$ cat src/rtl/data_ram_pkg.sv
// Shared types and defaults for the data RAM arbiter slice.
package data_ram_pkg;

   localparam int DEF_ADDR_W   = 10;
   localparam int DEF_DATA_W   = 32;
   localparam int STARVE_CNT_W = 4;

   typedef enum logic [1:0] {
      OWN_NONE = 2'd0,
      OWN_CPU  = 2'd1,
      OWN_HOST = 2'd2
   } owner_t;

endpackage

$ cat src/rtl/data_ram_arbiter_if.sv
// Requester and RAM-side bus bundle; slave is the arbiter's view, master the surroundings.
interface data_ram_arbiter_if
   import data_ram_pkg::*;
#(
   parameter int ADDR_W = DEF_ADDR_W,
   parameter int DATA_W = DEF_DATA_W
);

   logic              cpu_req;
   logic              cpu_we;
   logic [ADDR_W-1:0] cpu_addr;
   logic [DATA_W-1:0] cpu_wdata;
   logic              cpu_gnt;
   logic              cpu_stall;
   logic              cpu_rvalid;
   logic [DATA_W-1:0] cpu_rdata;

   logic              host_req;
   logic              host_we;
   logic [ADDR_W-1:0] host_addr;
   logic [DATA_W-1:0] host_wdata;
   logic              host_gnt;
   logic              host_rvalid;
   logic [DATA_W-1:0] host_rdata;

   logic [ADDR_W-1:0] ram_address;
   logic [DATA_W-1:0] ram_data;
   logic              ram_rden;
   logic              ram_wren;
   logic [DATA_W-1:0] ram_q;

   modport slave (
      input  cpu_req, cpu_we, cpu_addr, cpu_wdata,
      output cpu_gnt, cpu_stall, cpu_rvalid, cpu_rdata,
      input  host_req, host_we, host_addr, host_wdata,
      output host_gnt, host_rvalid, host_rdata,
      output ram_address, ram_data, ram_rden, ram_wren,
      input  ram_q
   );

   modport master (
      output cpu_req, cpu_we, cpu_addr, cpu_wdata,
      input  cpu_gnt, cpu_stall, cpu_rvalid, cpu_rdata,
      output host_req, host_we, host_addr, host_wdata,
      input  host_gnt, host_rvalid, host_rdata,
      input  ram_address, ram_data, ram_rden, ram_wren,
      output ram_q
   );

endinterface

$ cat src/rtl/arb_starve_counter.sv
// Saturating count of consecutive denied host cycles; at_limit forces a host grant.
module arb_starve_counter
   import data_ram_pkg::*;
(
   input  logic                    clk,
   input  logic                    rst,
   input  logic                    inc,
   input  logic                    clr,
   input  logic [STARVE_CNT_W-1:0] limit,
   output logic [STARVE_CNT_W-1:0] count,
   output logic                    at_limit
);

   always_ff @(posedge clk) begin
      if (rst || clr) begin
         count <= '0;
      end else if (inc && (count != limit)) begin
         count <= count + 1'b1;
      end
   end

   assign at_limit = (count == limit);

endmodule

$ cat src/rtl/data_ram_arbiter.sv
// CPU/host arbiter for the single-port data RAM: fixed CPU priority with a
// starvation bound for the host, read data returned one cycle later by owner.
module data_ram_arbiter
   import data_ram_pkg::*;
#(
   parameter int STARVE_LIMIT = 4,
   parameter int ADDR_W       = DEF_ADDR_W,
   parameter int DATA_W       = DEF_DATA_W
)(
   input  logic               MAX10_CLK1_50,
   input  logic               reset,
   data_ram_arbiter_if.slave  bus
);

   localparam logic [STARVE_CNT_W-1:0] LIMIT = STARVE_CNT_W'(STARVE_LIMIT);

   logic                    at_limit;
   logic [STARVE_CNT_W-1:0] starve_cnt;
   logic                    host_win;
   logic                    cpu_win;
   logic [ADDR_W-1:0]       win_addr;
   logic [DATA_W-1:0]       win_data;
   logic                    win_we;
   logic                    win_any;

   owner_t                  rd_owner_p1;
   logic                    cpu_vld_p1;
   logic                    host_vld_p1;
   logic [DATA_W-1:0]       cpu_hold_p1;
   logic [DATA_W-1:0]       host_hold_p1;

   // Stage 0: combinational arbitration and winner mux onto the RAM bus
   assign host_win = ~reset & bus.host_req & (at_limit | ~bus.cpu_req);
   assign cpu_win  = ~reset & bus.cpu_req & ~host_win;

   assign bus.host_gnt  = host_win;
   assign bus.cpu_gnt   = cpu_win;
   assign bus.cpu_stall = ~reset & bus.cpu_req & ~cpu_win;

   arb_starve_counter u_starve (
      .clk      (MAX10_CLK1_50),
      .rst      (reset),
      .inc      (bus.host_req & ~host_win),
      .clr      (~bus.host_req | host_win),
      .limit    (LIMIT),
      .count    (starve_cnt),
      .at_limit (at_limit)
   );

   always_comb begin
      win_addr = '0;
      win_data = '0;
      win_we   = 1'b0;
      win_any  = 1'b0;
      if (host_win) begin
         win_addr = bus.host_addr;
         win_data = bus.host_wdata;
         win_we   = bus.host_we;
         win_any  = 1'b1;
      end else if (cpu_win) begin
         win_addr = bus.cpu_addr;
         win_data = bus.cpu_wdata;
         win_we   = bus.cpu_we;
         win_any  = 1'b1;
      end
   end

   assign bus.ram_address = win_addr;
   assign bus.ram_data    = win_data;
   assign bus.ram_wren    = win_any & win_we;
   assign bus.ram_rden    = win_any & ~win_we;

   // Stage 1: remember who owns the read in flight
   always_ff @(posedge MAX10_CLK1_50) begin
      if (reset) begin
         rd_owner_p1 <= OWN_NONE;
      end else if (host_win && !bus.host_we) begin
         rd_owner_p1 <= OWN_HOST;
      end else if (cpu_win && !bus.cpu_we) begin
         rd_owner_p1 <= OWN_CPU;
      end else begin
         rd_owner_p1 <= OWN_NONE;
      end
   end

   // Reset gates the return so a read granted just before reset never completes
   assign cpu_vld_p1  = ~reset & (rd_owner_p1 == OWN_CPU);
   assign host_vld_p1 = ~reset & (rd_owner_p1 == OWN_HOST);

   always_ff @(posedge MAX10_CLK1_50) begin
      if (reset) begin
         cpu_hold_p1  <= '0;
         host_hold_p1 <= '0;
      end else begin
         if (cpu_vld_p1)  cpu_hold_p1  <= bus.ram_q;
         if (host_vld_p1) host_hold_p1 <= bus.ram_q;
      end
   end

   assign bus.cpu_rvalid  = cpu_vld_p1;
   assign bus.host_rvalid = host_vld_p1;
   assign bus.cpu_rdata   = cpu_vld_p1  ? bus.ram_q : cpu_hold_p1;
   assign bus.host_rdata  = host_vld_p1 ? bus.ram_q : host_hold_p1;

endmodule

$ cat src/flat_wrapper.sv
// flat-port wrapper written by rule: the top's interface ports become plain ports
module data_ram_arbiter_flat import data_ram_pkg::*;
#(
   parameter int STARVE_LIMIT = 4,
   parameter int ADDR_W       = DEF_ADDR_W,
   parameter int DATA_W       = DEF_DATA_W
)
  (MAX10_CLK1_50, reset, bus_cpu_req, bus_cpu_we, bus_cpu_addr, bus_cpu_wdata, bus_cpu_gnt, bus_cpu_stall, bus_cpu_rvalid, bus_cpu_rdata, bus_host_req, bus_host_we, bus_host_addr, bus_host_wdata, bus_host_gnt, bus_host_rvalid, bus_host_rdata, bus_ram_address, bus_ram_data, bus_ram_rden, bus_ram_wren, bus_ram_q);
  data_ram_arbiter_if #(.ADDR_W(ADDR_W), .DATA_W(DATA_W)) bus_i ();
  input  logic MAX10_CLK1_50;
  input  logic reset;
  input wire logic [$bits(bus_i.cpu_req)-1:0] bus_cpu_req;
  input wire logic [$bits(bus_i.cpu_we)-1:0] bus_cpu_we;
  input wire logic [$bits(bus_i.cpu_addr)-1:0] bus_cpu_addr;
  input wire logic [$bits(bus_i.cpu_wdata)-1:0] bus_cpu_wdata;
  output wire logic [$bits(bus_i.cpu_gnt)-1:0] bus_cpu_gnt;
  output wire logic [$bits(bus_i.cpu_stall)-1:0] bus_cpu_stall;
  output wire logic [$bits(bus_i.cpu_rvalid)-1:0] bus_cpu_rvalid;
  output wire logic [$bits(bus_i.cpu_rdata)-1:0] bus_cpu_rdata;
  input wire logic [$bits(bus_i.host_req)-1:0] bus_host_req;
  input wire logic [$bits(bus_i.host_we)-1:0] bus_host_we;
  input wire logic [$bits(bus_i.host_addr)-1:0] bus_host_addr;
  input wire logic [$bits(bus_i.host_wdata)-1:0] bus_host_wdata;
  output wire logic [$bits(bus_i.host_gnt)-1:0] bus_host_gnt;
  output wire logic [$bits(bus_i.host_rvalid)-1:0] bus_host_rvalid;
  output wire logic [$bits(bus_i.host_rdata)-1:0] bus_host_rdata;
  output wire logic [$bits(bus_i.ram_address)-1:0] bus_ram_address;
  output wire logic [$bits(bus_i.ram_data)-1:0] bus_ram_data;
  output wire logic [$bits(bus_i.ram_rden)-1:0] bus_ram_rden;
  output wire logic [$bits(bus_i.ram_wren)-1:0] bus_ram_wren;
  input wire logic [$bits(bus_i.ram_q)-1:0] bus_ram_q;
  assign bus_i.cpu_req = bus_cpu_req;
  assign bus_i.cpu_we = bus_cpu_we;
  assign bus_i.cpu_addr = bus_cpu_addr;
  assign bus_i.cpu_wdata = bus_cpu_wdata;
  assign bus_cpu_gnt = bus_i.cpu_gnt;
  assign bus_cpu_stall = bus_i.cpu_stall;
  assign bus_cpu_rvalid = bus_i.cpu_rvalid;
  assign bus_cpu_rdata = bus_i.cpu_rdata;
  assign bus_i.host_req = bus_host_req;
  assign bus_i.host_we = bus_host_we;
  assign bus_i.host_addr = bus_host_addr;
  assign bus_i.host_wdata = bus_host_wdata;
  assign bus_host_gnt = bus_i.host_gnt;
  assign bus_host_rvalid = bus_i.host_rvalid;
  assign bus_host_rdata = bus_i.host_rdata;
  assign bus_ram_address = bus_i.ram_address;
  assign bus_ram_data = bus_i.ram_data;
  assign bus_ram_rden = bus_i.ram_rden;
  assign bus_ram_wren = bus_i.ram_wren;
  assign bus_i.ram_q = bus_ram_q;
  data_ram_arbiter #(.STARVE_LIMIT(STARVE_LIMIT), .ADDR_W(ADDR_W), .DATA_W(DATA_W)) u_core (.MAX10_CLK1_50(MAX10_CLK1_50), .reset(reset), .bus(bus_i));
endmodule
$ cat config.mk
export PLATFORM = sky130hd
export DESIGN_NAME = data_ram_arbiter_flat
export DESIGN_NICKNAME = d
export VERILOG_FILES = /design/src/rtl/data_ram_pkg.sv /design/src/rtl/data_ram_arbiter_if.sv /design/src/rtl/arb_starve_counter.sv /design/src/rtl/data_ram_arbiter.sv /design/src/flat_wrapper.sv
export SDC_FILE = /design/constraint.sdc
export NUM_CORES = 1
export LEC_CHECK = 0
export ABC_AREA = 1
export BUFFER_PORTS_ARGS = -buffer_cell sky130_fd_sc_hd__buf_2
export CAP_MARGIN = 5
export CORE_ASPECT_RATIO = 0.9
export CORE_UTILIZATION = 48
export CTS_CLUSTER_SIZE = 20
export DETAILED_ROUTE_END_ITERATION = 8
export GPL_ROUTABILITY_DRIVEN = 0
export MAX_ROUTING_LAYER = met4
export PLACE_DENSITY = 0.86
export SKIP_CTS_REPAIR_TIMING = 1
export SLEW_MARGIN = 20
export SYNTH_ARGS = -nofsm -noshare
export SYNTH_HDL_FRONTEND = slang
export SYNTH_HIERARCHICAL = 1
export SYNTH_SLANG_ARGS = --single-unit
$ cat constraint.sdc
create_clock -name MAX10_CLK1_50 -period 4.67 [get_ports MAX10_CLK1_50]
set_input_delay 1.401 -clock MAX10_CLK1_50 [delete_from_list [all_inputs] [get_ports MAX10_CLK1_50]]
set_output_delay 1.401 -clock MAX10_CLK1_50 [all_outputs]
set_load 0.01 [all_outputs]
==> results of run 1 <==
==> synth_stat cells <==
master / instances / area [um^2]
a21oi_1: 1 / 5.000
buf_2: 28 / 140.1
buf_4: 7 / 52.55
clkbuf_1: 3 / 11.26
conb_1: 2 / 7.510
dfxtp_1: 70 / 1401
ha_1: 1 / 12.51
inv_1: 180 / 675.7
inv_2: 4 / 15.01
inv_4: 1 / 6.260
nand2_1: 237 / 889.6
nand2_2: 5 / 31.28
nand2_4: 3 / 33.78
nand3_1: 107 / 535.5
nand3_2: 1 / 10.01
nand3b_1: 2 / 15.01
nor2_1: 73 / 274.0
nor2_2: 3 / 18.77
nor2_4: 3 / 33.78
nor3_1: 1 / 5.000
==> final cells by class <==
class	instances	area (um^2)	share of cell area, %
antenna	1	2.502	0.04513
timing repair buffer	242	1244	22.43
tap	115	143.9	2.595
sequential	70	1401	25.27
clock inverter	6	38.79	0.6995
multi-input combinational	445	1894	34.16
inverter	185	696.9	12.57
clock buffer	9	123.9	2.234
==> cells in the final DEF (no fill, tap or decap), drive strengths merged <==
cell and count:
a21oi 1, buf 242, clkbuf 9, clkinv 3, clkinvlp 2, conb 8, dfxtp 70, diode 1
ha 1, inv 186, nand2 245, nand3 108, nand3b 2, nor2 79, nor3 1
==> tightest hold or removal path, delay by kind of cell (launching register included) <==
kind,cells,cell delay (ps)
buffers and inverters,1,40
AND/OR/NAND/NOR,3,140
flip-flops,1,300
==> power groups by stage <==
stage | Sequential, mW | Clock [mW] | Combinational [mW]
after floorplan | 0.631 | 0 | 0.165
after global placement | 0.634 | 0 | 0.292
after detailed placement | 0.634 | 0 | 0.294
after CTS | 0.620 | 0.428 | 0.295
after global routing | 0.622 | 0.457 | 0.331
final | 0.620 | 0.421 | 0.296
==> state kept, by name (all words and copies together) (netlist names) <==
signal / count
u_core/cpu_hold_p1: 32
u_core/u_starve/count: 4
u_core/host_hold_p1: 32
u_core/rd_owner_p1: 2
==> layer usage <==
layer / part of all wire, % / GRT usage (%) / up-vias
met3: 9.3 / 8.978 / 28
met4: 3.2 / 11.35 / 0
met5: 0 / - / -
li1: - / - / 2535
met1: 43 / 37.99 / 2072
met2: 45 / 47.43 / 224
==> worst min path at each step <==
stage | start | end | slack (ps) | cells after the start
floorplan | u_core/cpu_hold_p1[0]$_SDFF_PP0_ | u_core/cpu_hold_p1[0]$_SDFF_PP0_ | 500 | 4
finish | u_core/cpu_hold_p1[1]$_SDFF_PP0_ | u_core/cpu_hold_p1[1]$_SDFF_PP0_ | 520 | 4
CTS | u_core/cpu_hold_p1[11]$_SDFF_PP0_ | u_core/cpu_hold_p1[11]$_SDFF_PP0_ | 530 | 4
global placement | u_core/cpu_hold_p1[20]$_SDFF_PP0_ | u_core/cpu_hold_p1[20]$_SDFF_PP0_ | 510 | 4
detailed placement | u_core/cpu_hold_p1[11]$_SDFF_PP0_ | u_core/cpu_hold_p1[11]$_SDFF_PP0_ | 520 | 4
global route | u_core/cpu_hold_p1[9]$_SDFF_PP0_ | u_core/cpu_hold_p1[9]$_SDFF_PP0_ | 560 | 4
==> cells by family after synthesis <==
family          after synthesis
flops                        70
simple gates                435
fa+ha+maj                     1
other cells                   2
buf+inv                     223
compound gates                1
==> per-stage QoR <==
step,setup slack [ps],std cells,util (%),cell area [um^2],hold slack [ps]
floorplan,1200,738,-,4197,497.0
global placement,722.6,1057,65.43,5380,509.7
detailed placement,702.3,1057,65.43,5380,515.3
CTS,688.9,1072,67.41,5543,528.5
global route,561.8,1073,67.44,5545,560.9
finish,691.6,1073,67.44,5545,524.7
==> results.toml, run 1 <==
[worst_setup_path]
cp-endpoint = "bus_ram_data[15]"
cp-startpoint = "reset"
cpPeakStageDelay_ps = 390
worstPathBufferInverterCount = 3
cp_common_cell = "buf_2"
cp_slowest_cell = "buf_4"
crit_fanout = 45
r2r_slack_ps = 2590
cp_num_cells = 7
critPathCaptureType = "output pin"
worst-setup-path-type = "primary input to output pin"
r2r_start = "u_core/u_starve/count[0]$_SDFFE_PP0P_"
cpLargestDelayFamily = "buffers and inverters"
worstPathCellList = "buf_2 > nor2_2 > nand2_4 > buf_4 > nand3_1 > nand2_1 > buf_2"
start_kind = "primary input"
cp.arrival_ps = 2580
required_ps = 3270
rr_worst_depth = 16
reg2reg_to = "u_core/u_starve/count[3]$_SDFFE_PP0P_"

[layout]
nFillCells = 815
area_delta_synth_final_pct = 32.85
fin_nets = 1076
drive_gt1_share_pct = 28.94

[synthesis]
ys_ff_latch = 70
synth_top_family_by_area = "simple AND/OR/NAND/NOR gates"
synthSimpleGateAreaFrac_pct = 44.24
synth_compound_area_share_pct = 0.1199
synth_cells = 732
synth_mux_area_share_pct = 0
yosys.area_share.xor_xnor_pct = 0
ys_types = 20
synth.avg_cell_area_um2 = 5.702
yosysSeqAreaShare_pct = 33.57
syn-cell-area_um2 = 4174
synth_adder_area_share_pct = 0.2998
yosysWarnings = 6

[floorplanning]
die_area_um2 = 9073
fp.dieW_um = 100.3
io_pins = 235
std_cell_rows = 31
initial_core_util_pct = 50.76
die_y_um = 90.47
coreArea_um2 = 8223

[power_and_ir_drop]
power.switching_mw = 0.4208
p_seq_share_pct = 46.4
power.internal_mw = 0.9174
leakage_nw = 3.923
swShare_pct = 31.45
vdd_ir_drop_max_v = 0.0001407
fin_total_pwr_mw = 1.338
powerDensity_nw_per_um2 = 241.3
pwr-share-clk_pct = 31.5
p_comb_share_pct = 22.2

[global_routing]
grt_pass1_wl_um = 21520
antenna_found_initial = 1
grt_pass1_vias = 4467
grt_max_degree = 65
grt_overflow = 0
track_usage_pct = 30.77

[timing]
clock.fmax_mhz = 251.4
finalCritPeriodShare_pct = 85.19
min_period_ps = 3978
setup-tns-final_ps = 0
hold_viol_final = 0
finClkSkew_ps = 8.635
tightest_slew_ps = 694.6
slew_viol_final = 0
setup_viol = 0
grt_setup_unrepaired = "no"
slew_headroom_pct = 53.63

[drt]
wirelength_um = 13130
wl_per_cell_um = 12.24
ant_nets = 0
num_vias = 4859
vias_per_cell = 4.528
drtPass1Iterations = 5
drt_iter0_markers = 236
post-route-drc-count = 0

[placed_design]
port_buffers = 234
dp_hpwl_um = 10170

[outcome]
status = "complete, no violations"

[clock_network]
clk_latency_ps = 330
root_buffer = "clkbuf_8"
cts_made_buffers = 9
ctsHtreeMaxLevel = 3
path_clk_slew_ps = 80
cts_tree = "built"
cts.path.max_buffers = 2
numClockSinks = 70

[hold_path]
hold_path.class = "register to register"

[run]
maxCapViolCount = 0
No activity file was read; power rests on OpenSTA's default activity.
==> run 2, diff against run 1 <==
Settings changed: CORE_UTILIZATION 48 to 45, PLACE_DENSITY 0.86 to 0.81, REMOVE_ABC_BUFFERS set to 1.
Clock period 4.67 ns to 5.1 ns, I/O delays scaled along.
==> results.toml, run 2 (synthesis results as in run 1) <==
[timing]
setup_viol = 0
hold_viol_final = 0
tightest_slew_ps = 752.5
grt_setup_unrepaired = "no"
finalCritPeriodShare_pct = 87.21
min_period_ps = 4448
finClkSkew_ps = 8.742
setup_ws_ps = 652.4
slew_headroom_pct = 49.78
clock.fmax_mhz = 224.8
setup-tns-final_ps = 0
slew_viol_final = 0
worst_hold_slack_ps = 523.1

[floorplanning]
die_area_um2 = 9665
initial_core_util_pct = 47.60
fp.dieW_um = 103.5
die_y_um = 93.37
io_pins = 235
std_cell_rows = 32
coreArea_um2 = 8768

[worst_setup_path]
required_ps = 3570
r2r_slack_ps = 2840
worst-setup-path-type = "primary input to output pin"
r2r_start = "u_core/u_starve/count[0]$_SDFFE_PP0P_"
start_kind = "primary input"
cp.arrival_ps = 2920
crit_fanout = 33
reg2reg_to = "u_core/u_starve/count[3]$_SDFFE_PP0P_"
rr_worst_depth = 16
critPathCaptureType = "output pin"

[layout]
drive_gt1_share_pct = 28.71
nFillCells = 862
layout_commonest_cell = "nand2_1"
fin_cells = 1077
final_cell_mix = "237 x nand2_1, 234 x buf_2, 180 x inv_1, 107 x nand3_1, 73 x nor2_1"
diodes = 0
fin_nets = 1076
top_regs = "u_core/cpu_hold_p1 (32), u_core/host_hold_p1 (32), u_core/u_starve/count (4)"
area_delta_synth_final_pct = 33.09

[drt]
drt_iter0_markers = 211
num_vias = 4770
wl_per_cell_um = 11.65
ant_nets = 0
drtPass1Iterations = 5
vias_per_cell = 4.429
post-route-drc-count = 0
wirelength_um = 12550

[clock_network]
cts_made_buffers = 9
numClockSinks = 70
path_clk_slew_ps = 70
clk_latency_ps = 330
cts.path.max_buffers = 2
root_buffer = "clkbuf_8"
ctsHtreeMaxLevel = 3
cts_tree = "built"

[hold_path]
hold_depth = 4
holdPathEnd = "u_core/cpu_hold_p1[23]$_SDFF_PP0_"
hold_path.class = "register to register"
min-delay-start = "u_core/cpu_hold_p1[23]$_SDFF_PP0_"

[placed_design]
placed_cells = 1061
pre_cts_ws_ps = 648.5
dp_hpwl_um = 9445
port_buffers = 234

[global_routing]
antenna_found_initial = 0
grt_max_degree = 46
grt_pass1_wl_um = 20310
track_usage_pct = 27.08
grt_pass1_vias = 4233
grt_overflow = 0

[power_and_ir_drop]
powerDensity_nw_per_um2 = 225.9
p_seq_share_pct = 45.3
leakage_nw = 3.926
pwr-share-clk_pct = 33.5
power.switching_mw = 0.3625
vdd_ir_drop_max_v = 0.0001413
swShare_pct = 28.89
power.internal_mw = 0.8925
p_comb_share_pct = 21.2

[outcome]
status = "complete, no violations"

[run]
maxCapViolCount = 0
run 2: cell count changes in the layout (fill, tap and decap cells not counted):
cell	before	now
buf_4	7	8
buf_12	1	0
clkinvlp_4	2	1
clkbuf_1	0	3
inv_6	1	0
bufinv_16	0	1
clkinv_2	3	2
diode_2	1	0
run 2: stage by stage:
step	util (%)	area [um^2]	total power, mW
finish	63.36	5555	1.255
global placement	61.27	5373	0.8437
global route	63.36	5555	1.322
CTS	63.36	5555	1.263
floorplan	-	3993	0.7126
detailed placement	61.27	5373	0.8462
run 2: area by class of cell:
cell class                 count  area (um^2)  area share (%)
multi-input combinational    445         1894           34.10
sequential                    70         1401           25.23
timing repair buffer         242         1231           22.16
inverter                     185        696.9           12.55
tap                          119        148.9           2.680
clock buffer                  12        135.1           2.432
clock inverter                 4        47.55          0.8559
run 2: worst max-delay path by stage:
stage                startpoint            endpoint  slack, ps  cells after the start
finish                    reset  bus_host_rdata[15]        650                      7
floorplan           bus_cpu_req        bus_ram_rden        830                      4
global placement          reset   bus_host_rdata[0]        660                      7
global route              reset  bus_host_rdata[18]        490                      7
CTS                       reset  bus_host_rdata[15]        640                      7
detailed placement        reset  bus_host_rdata[15]        650                      7
run 2: per-layer routing:
metal | GRT usage, % | up-vias | part of all wire [%]
li1 | - | 2539 | -
met1 | 31.72 | 2041 | 44
met2 | 47.82 | 182 | 49
met3 | 6.272 | 8 | 6.3
met4 | 5.314 | 0 | 0.70
met5 | - | - | 0
run 2: worst max-delay path, cell delays in order:
cell	delay [ps]
buf_2	190
inv_2	90
nand3_2	570
nand2_1	240
nand2_1	100
inv_1	60
buf_2	120
run 2: power groups by stage:
stage / Combinational, mW / Sequential, mW / Clock [mW]
final: 0.266 / 0.568 / 0.421
after global routing: 0.297 / 0.569 / 0.455
after CTS: 0.267 / 0.568 / 0.428
after detailed placement: 0.265 / 0.581 / 0
after global placement: 0.264 / 0.580 / 0
after floorplan: 0.133 / 0.580 / 0
